==> config.mk <==
export PLATFORM = sky130hd
export DESIGN_NAME = down_counter
export DESIGN_NICKNAME = d
export VERILOG_FILES = /design/src/rtl/down_counter_pkg.sv /design/src/rtl/down_counter_tc.sv /design/src/rtl/down_counter.sv
export SDC_FILE = /design/constraint.sdc
export NUM_CORES = 1
export LEC_CHECK = 0
export CAP_MARGIN = 0
export CELL_PAD_IN_SITES_DETAIL_PLACEMENT = 0
export CELL_PAD_IN_SITES_GLOBAL_PLACEMENT = 2
export CORE_MARGIN = 3
export CORE_UTILIZATION = 26
export CTS_CLUSTER_DIAMETER = 150
export DETAILED_ROUTE_END_ITERATION = 7
export GPL_TIMING_DRIVEN = 0
export PLACE_DENSITY = 0.8
export SYNTH_ARGS = -nofsm -noshare
export SYNTH_HDL_FRONTEND = slang
export SYNTH_SLANG_ARGS = --single-unit
==> constraint.sdc <==
create_clock -name clk -period 3.56 [get_ports clk]
set_input_delay 0.712 -clock clk [delete_from_list [all_inputs] [get_ports clk]]
set_output_delay 0.712 -clock clk [all_outputs]
set_load 0.01 [all_outputs]
==> src/rtl/down_counter_pkg.sv <==
// Shared types and defaults for the down_counter block and its terminal-count detector.
package down_counter_pkg;

  localparam int unsigned DC_WIDTH_DEFAULT = 4;

  typedef enum logic {
    IDLE = 1'b0,
    RUN  = 1'b1
  } dc_state_e;

endpackage

==> src/rtl/down_counter_tc.sv <==
// Registered terminal-count detector: emits a one-cycle pulse on the edge where the
// tracked count first becomes 0 (or hits its expiry step) and clears otherwise.
module down_counter_tc
  import down_counter_pkg::*;
#(
  parameter int unsigned WIDTH = DC_WIDTH_DEFAULT
) (
  input  logic             clk,
  input  logic             rst,
  input  logic             load,
  input  logic             step,
  input  logic [WIDTH-1:0] count,
  input  logic [WIDTH-1:0] count_next,
  output logic             tc
);

  logic tc_d;

  // A load decides on its own value; otherwise only the 1->0 decrement step expires,
  // which also covers auto-reload where count_next is not 0.
  always_comb begin
    tc_d = 1'b0;
    if (load) begin
      tc_d = (count_next == '0);
    end else if (step) begin
      tc_d = (count == WIDTH'(1));
    end
  end

  always_ff @(posedge clk or posedge rst) begin
    if (rst) begin
      tc <= 1'b0;
    end else begin
      tc <= tc_d;
    end
  end

endmodule

==> src/rtl/down_counter.sv <==
// Loadable, enable-gated down-counter with registered terminal-count pulse.
// Optional auto-reload on expiry when DOWN_COUNTER_AUTORELOAD_EN is defined.
module down_counter
  import down_counter_pkg::*;
#(
  parameter int unsigned WIDTH = DC_WIDTH_DEFAULT
) (
  input  logic             clk,
  input  logic             rst,
  input  logic             load,
  input  logic [WIDTH-1:0] load_val,
  input  logic             en,
  output logic [WIDTH-1:0] count,
  output logic             tc,
  output logic             busy
);

  dc_state_e        state;
  dc_state_e        state_next;
  logic [WIDTH-1:0] count_next;
  logic             step;

`ifdef DOWN_COUNTER_AUTORELOAD_EN
  logic [WIDTH-1:0] reload_q;

  always_ff @(posedge clk or posedge rst) begin
    if (rst) begin
      reload_q <= '0;
    end else if (load) begin
      reload_q <= load_val;
    end
  end
`endif

  assign step = (state == RUN) && en && !load;

  always_comb begin
    state_next = state;
    count_next = count;
    if (load) begin
      count_next = load_val;
      state_next = (load_val != '0) ? RUN : IDLE;
    end else if (step) begin
      if (count > WIDTH'(1)) begin
        count_next = count - WIDTH'(1);
      end else if (count == WIDTH'(1)) begin
`ifdef DOWN_COUNTER_AUTORELOAD_EN
        count_next = reload_q;
        state_next = RUN;
`else
        count_next = '0;
        state_next = IDLE;
`endif
      end
    end
  end

  always_ff @(posedge clk or posedge rst) begin
    if (rst) begin
      state <= IDLE;
      count <= '0;
    end else begin
      state <= state_next;
      count <= count_next;
    end
  end

  assign busy = (state == RUN);

  down_counter_tc #(
    .WIDTH(WIDTH)
  ) u_tc (
    .clk        (clk),
    .rst        (rst),
    .load       (load),
    .step       (step),
    .count      (count),
    .count_next (count_next),
    .tc         (tc)
  );

endmodule

---- Yosys cells after proc, flatten, opt, wreduce, memory -nomap -nowiden ----
Index checks and enable logic that the tools add are counted.
word-level totals
  bits in registers ....................... 6
  output and inout bits ................... 6
  word-level logic and storage cells ...... 26
operators by class
  add/subtract/negate cells ............... 1
  magnitude comparators ................... 1
  equality and inequality tests ........... 2
  mux-type cells .......................... 11
  reduce and logical (&&, ||, !) cells .... 8
operators with widths
  kind                                                                             number
  4-bit 2-to-1 mux                                                                 4
  1-bit 2-to-1 mux                                                                 7
  4-bit by 1-bit == test with 1-bit output, second input constant                  1
  4-bit by 1-bit greater-than comparator with 1-bit output, second input constant  1
  4-bit logical NOT                                                                1
  2-bit nonzero test                                                               2
  4-bit nonzero test                                                               1
  4-bit by 1-bit subtractor with 4-bit output, second input constant               1
  3-bit AND reduction                                                              1
  1-bit logical AND                                                                2
  2-bit inequality test, second input constant                                     1
  1-bit logical NOT                                                                1

---- Longest topological paths before layout ----
  word-level depth ........................ 7
  gate-level depth with buffers ........... 5

---- Cells and area by module ----
Synthesis repeated with hierarchy kept, for this count alone.
second synthesis, totals
  cell total of the unflattened synthesis .. 43
  area total of the unflattened synthesis .. 397.9 µm²
modules (own cells, without submodules)
  module           instances  cells an instance  area an instance (µm²)  sequential area each (µm²)
  down_counter     1          37                 336.6                   125.1
  down_counter_tc  1          6                  61.3                    25.0

---- Worst setup path before layout ----
OpenSTA, ideal clock, no wires.
  kind .................................... flip-flop to flip-flop
  from .................................... register count[1]
  to ...................................... register count[1]
  library setup time ...................... 0.120 ns
  arrival time ............................ 1.288 ns
  data required time ...................... 3.440 ns
  setup slack ............................. 2.152 ns
  cell stages (with the launch flop) ...... 5
  clock period less this slack ............ 1.408 ns
  path through ............................ dfrtp_1 -> inv_1 -> ha_1 -> or3b_4 -> a31o_1
between the ends
  cells in the longest elaborated chain, start to end .. 5
  elaborated cells between the ends (all ways) .. 7
  those cells by class .................... add/sub: 1; order compare: 1; eq/ne: 1; mux: 4
ends and longest elaborated chain
  what                                                                                 line                source
  start: declaration                                                                   down_counter.sv:13  output logic [WIDTH-1:0] count,
  start signal: assignment                                                             down_counter.sv:64  count <= count_next;
  branches (longest 3 deep; another with 4-bit by 1-bit subtractor with 4-bit output)  -
  4-bit 2-to-1 mux (*)                                                                 down_counter.sv:43  end else if (step) begin
  4-bit 2-to-1 mux (*)                                                                 down_counter.sv:40  if (load) begin
  via count_next[1]                                                                    down_counter.sv:20  logic [WIDTH-1:0] count_next;
Mark *: on every way through the listed nets, which the timed path passes.
A chain may end at the register's enable or synchronous reset.

---- Worst setup path in the final report ----
  from .................................... register count[2]
  to ...................................... output count[2]
No word-level cell between the ends.

==> impl_metrics.toml <==
[clock_network]
cts_htree_levels = 1
cts_hold_repair.buffers = 0
postCtsResizedCells = 0
cts-root-buf = "clkbuf_4"
cts_buffer_depth = 2
clock_sinks = 6
cts-buffers-inserted = 3
clock_insertion_delay_worst_skew_ns = 0.24
tritoncts = "built"
clk_transition_reported_paths_ns = 0.05
cts.repair_timing.setup_buffer_count = 0

[timing]
worstMarginPinSlew_ns = 0.394
tns_ns = 0
timing.final.setup_violations = 0
post-route-period-util_pct = 57.1
timing.final.crit_period_ns = 2.03
finalMaxSlewViolations = 0
rsz0062_at_grt = "false"
worst_relative_slew_slack_pct = 73.5
hold_viol = 0
fmaxAchievable_mhz = 492
final.setup_skew_ns = 0.00169
fin_ws_ns = 1.53

[synthesis]
synth_seq_cells = 6
synth-seq-area-share_pct = 36.3
postSynthNetCount = 55
main_area_contributors_after_synthesis = "dfrtp_1 (36%), mux2i_1 (7.3%), ha_1 (6.0%), inv_1 (5.4%), nand2_1 (5.4%)"
synth_warnings = 0
syn_area_sq_um = 414
yosys.cell_types.count = 24
syn_inst = 45
netlist.area_leader.share_pct = 36.3
synth_top_area_cell = "dfrtp_1"
post_synth.cell_area_avg_sq_um = 9.20

[detailed_routing]
antenna_left = 0
wl_per_cell_um = 13.0
route.final.wire_length_um = 987
drt_pass1_iterations = 4
remaining_drc_errors = 0
vias_per_cell = 5.28
detailroute.via_count = 401
drt_initial_violations = 7

[worst_setup_path]
worst_path_dominant_cell_family = "buffers and inverters"
timing.rr.end = "busy$_DFFE_PP0P_"
critical_path.reg2reg.startpoint = "count[1]$_DFF_PP0_"
critPathRequiredTime_ns = 2.85
worst-path-buf-inv = 1
worst-r2r-cell-count = 5
startpoint_type = "register"
critical_path.cell_chain = "clkdlybuf4s50_1"
worst-endpoint-arrival_ns = 1.32
critPathMaxStageDelay_ns = 0.60
reg2reg_setup_slack_ns = 2.06
worst-setup-path-type = "register to output pin"
end_kind = "output pin"
critical_path_peak_fanout = 8
slowest_cell_on_the_critical_path = "clkdlybuf4s50_1"

[floorplanning]
core_area_sq_um = 1400
rows = 13
dieHeight_um = 45.9
initial_core_util_pct = 29.6
die-width_um = 45.9
ioPinCount = 14
dieArea_sq_um = 2110

[global_route]
grt_overflow = 0
number_of_global_route_vias_before_repair = 402
grt_pass1_wl_um = 1760
grt_usage_pct = 12.2
grt_start_max_net_pins = 11
antenna_found_initial = 0

[hold_path]
hold_class = "register to register"
worstHoldPathCells = 2
worst_hold_path.endpoint = "busy$_DFFE_PP0P_"
hp-start = "busy$_DFFE_PP0P_"

[pwr]
peakVddDrop_uv = 234
power.static_leakage_nw = 0.255
power_per_cell_area_nw_per_um2 = 384
post-layout-total-power_w = 0.000225

[job]
drv_cap = 0

[final_layout]
layout_nets = 73
synthToLayoutAreaGrowth_pct = 41.4
insertedDiodeCount = 0
fillers = 150
final_layout_size_suffix_gt1_share_pct = 13.1

[place]
routabilityCongestion = 0.709
hpwl_um = 793
port-buffer-count = 13
pre_cts_ws_ns = 1.62

[status]
run_status = "finished, final reports clean"
routing by layer:
metal	GRT usage [%]	vias to the layer above	share of wire, %
li1	-	197	-
met1	14.7	185	45
met2	18.1	17	45
met3	5.93	2	9.1
met4	5.11	0	1.2
met5	0	-	0
cells in the final DEF (no fill, tap or decap):
cell             synthesis  routed
a21oi_1                  1       1
o31ai_1                  1       1
clkdlybuf4s50_1          0      13
o311ai_1                 1       1
nor2_1                   3       3
mux2i_1                  3       3
clkbuf_4                 0       3
ha_1                     2       2
inv_1                    6       6
o21ai_1                  1       1
nand2_1                  6       6
nand3_1                  1       1
buf_2                    1       1
a31o_1                   1       1
o211ai_1                 1       1
and2_1                   1       1
nor4_2                   1       1
a211o_1                  1       1
nor3b_2                  1       1
dfrtp_1                  6       6
nor4_1                   1       1
and2b_1                  1       1
o311ai_0                 2       2
or3b_4                   1       1
o21ai_0                  1       1
o31ai_2                  1       1
Yosys cell counts:
| cell | number |
|---|---|
| nand2_1 | 6 |
| or3b_4 | 1 |
| a31o_1 | 1 |
| o311ai_1 | 1 |
| o211ai_1 | 1 |
| o31ai_2 | 1 |
| nor3b_2 | 1 |
| o311ai_0 | 2 |
| inv_1 | 6 |
| nand3_1 | 1 |
| a211o_1 | 1 |
| mux2i_1 | 3 |
| ha_1 | 2 |
| buf_2 | 1 |
| o21ai_0 | 1 |
| nor4_2 | 1 |
| o21ai_1 | 1 |
| and2_1 | 1 |
| o31ai_1 | 1 |
| dfrtp_1 | 6 |
| nor4_1 | 1 |
| nor2_1 | 3 |
| and2b_1 | 1 |
| a21oi_1 | 1 |
cells by family after synthesis:
group	share of synthesized area [%]
simple gates	23.0
mux	7.25
buf+inv	6.64
compound gates	20.8
flops	36.3
fa+ha+maj	6.04
area by class of cell:
cell class / count / area (sq um) / share of cell area (%)
Clock buffer: 3 / 22.5 / 3.85
Multi-Input combinational cell: 32 / 236 / 40.4
Timing Repair Buffer: 13 / 130 / 22.2
Tap cell: 15 / 18.8 / 3.21
Inverter: 6 / 22.5 / 3.85
Buffer: 1 / 5.00 / 0.855
Sequential cell: 6 / 150 / 25.6
through the flow:
stage                     area, sq um  cells  utilization (%)  hold slack (ns)
after floorplan                   414     45                -            0.503
final                             586     76             41.9            0.624
after CTS                         586     76             41.9            0.630
after global placement            563     73             40.3            0.613
after detailed placement          563     73             40.3            0.618
after global routing              586     76             41.9            0.692
state kept, by name, indices dropped and copies added (netlist names):
register and cells:
u_tc.tc 1, busy 1, count 4
where the power goes:
part / switching [W] / total (W) / internal, W
Sequential: 0.0000120 / 0.0000881 / 0.0000761
Clock: 0.0000241 / 0.0000622 / 0.0000381
Combinational: 0.0000342 / 0.0000747 / 0.0000405
worst max-delay path by stage:
stage	depth (start not counted)	start	to
floorplan	4	count[1]$_DFF_PP0_	count[1]$_DFF_PP0_
global placement	4	load	count[1]$_DFF_PP0_
detailed placement	4	load	count[1]$_DFF_PP0_
CTS	1	count[2]$_DFF_PP0_	count[2]
global route	1	count[2]$_DFF_PP0_	count[2]
finish	1	count[2]$_DFF_PP0_	count[2]
Note: power is estimated with default switching activity, not from simulation.
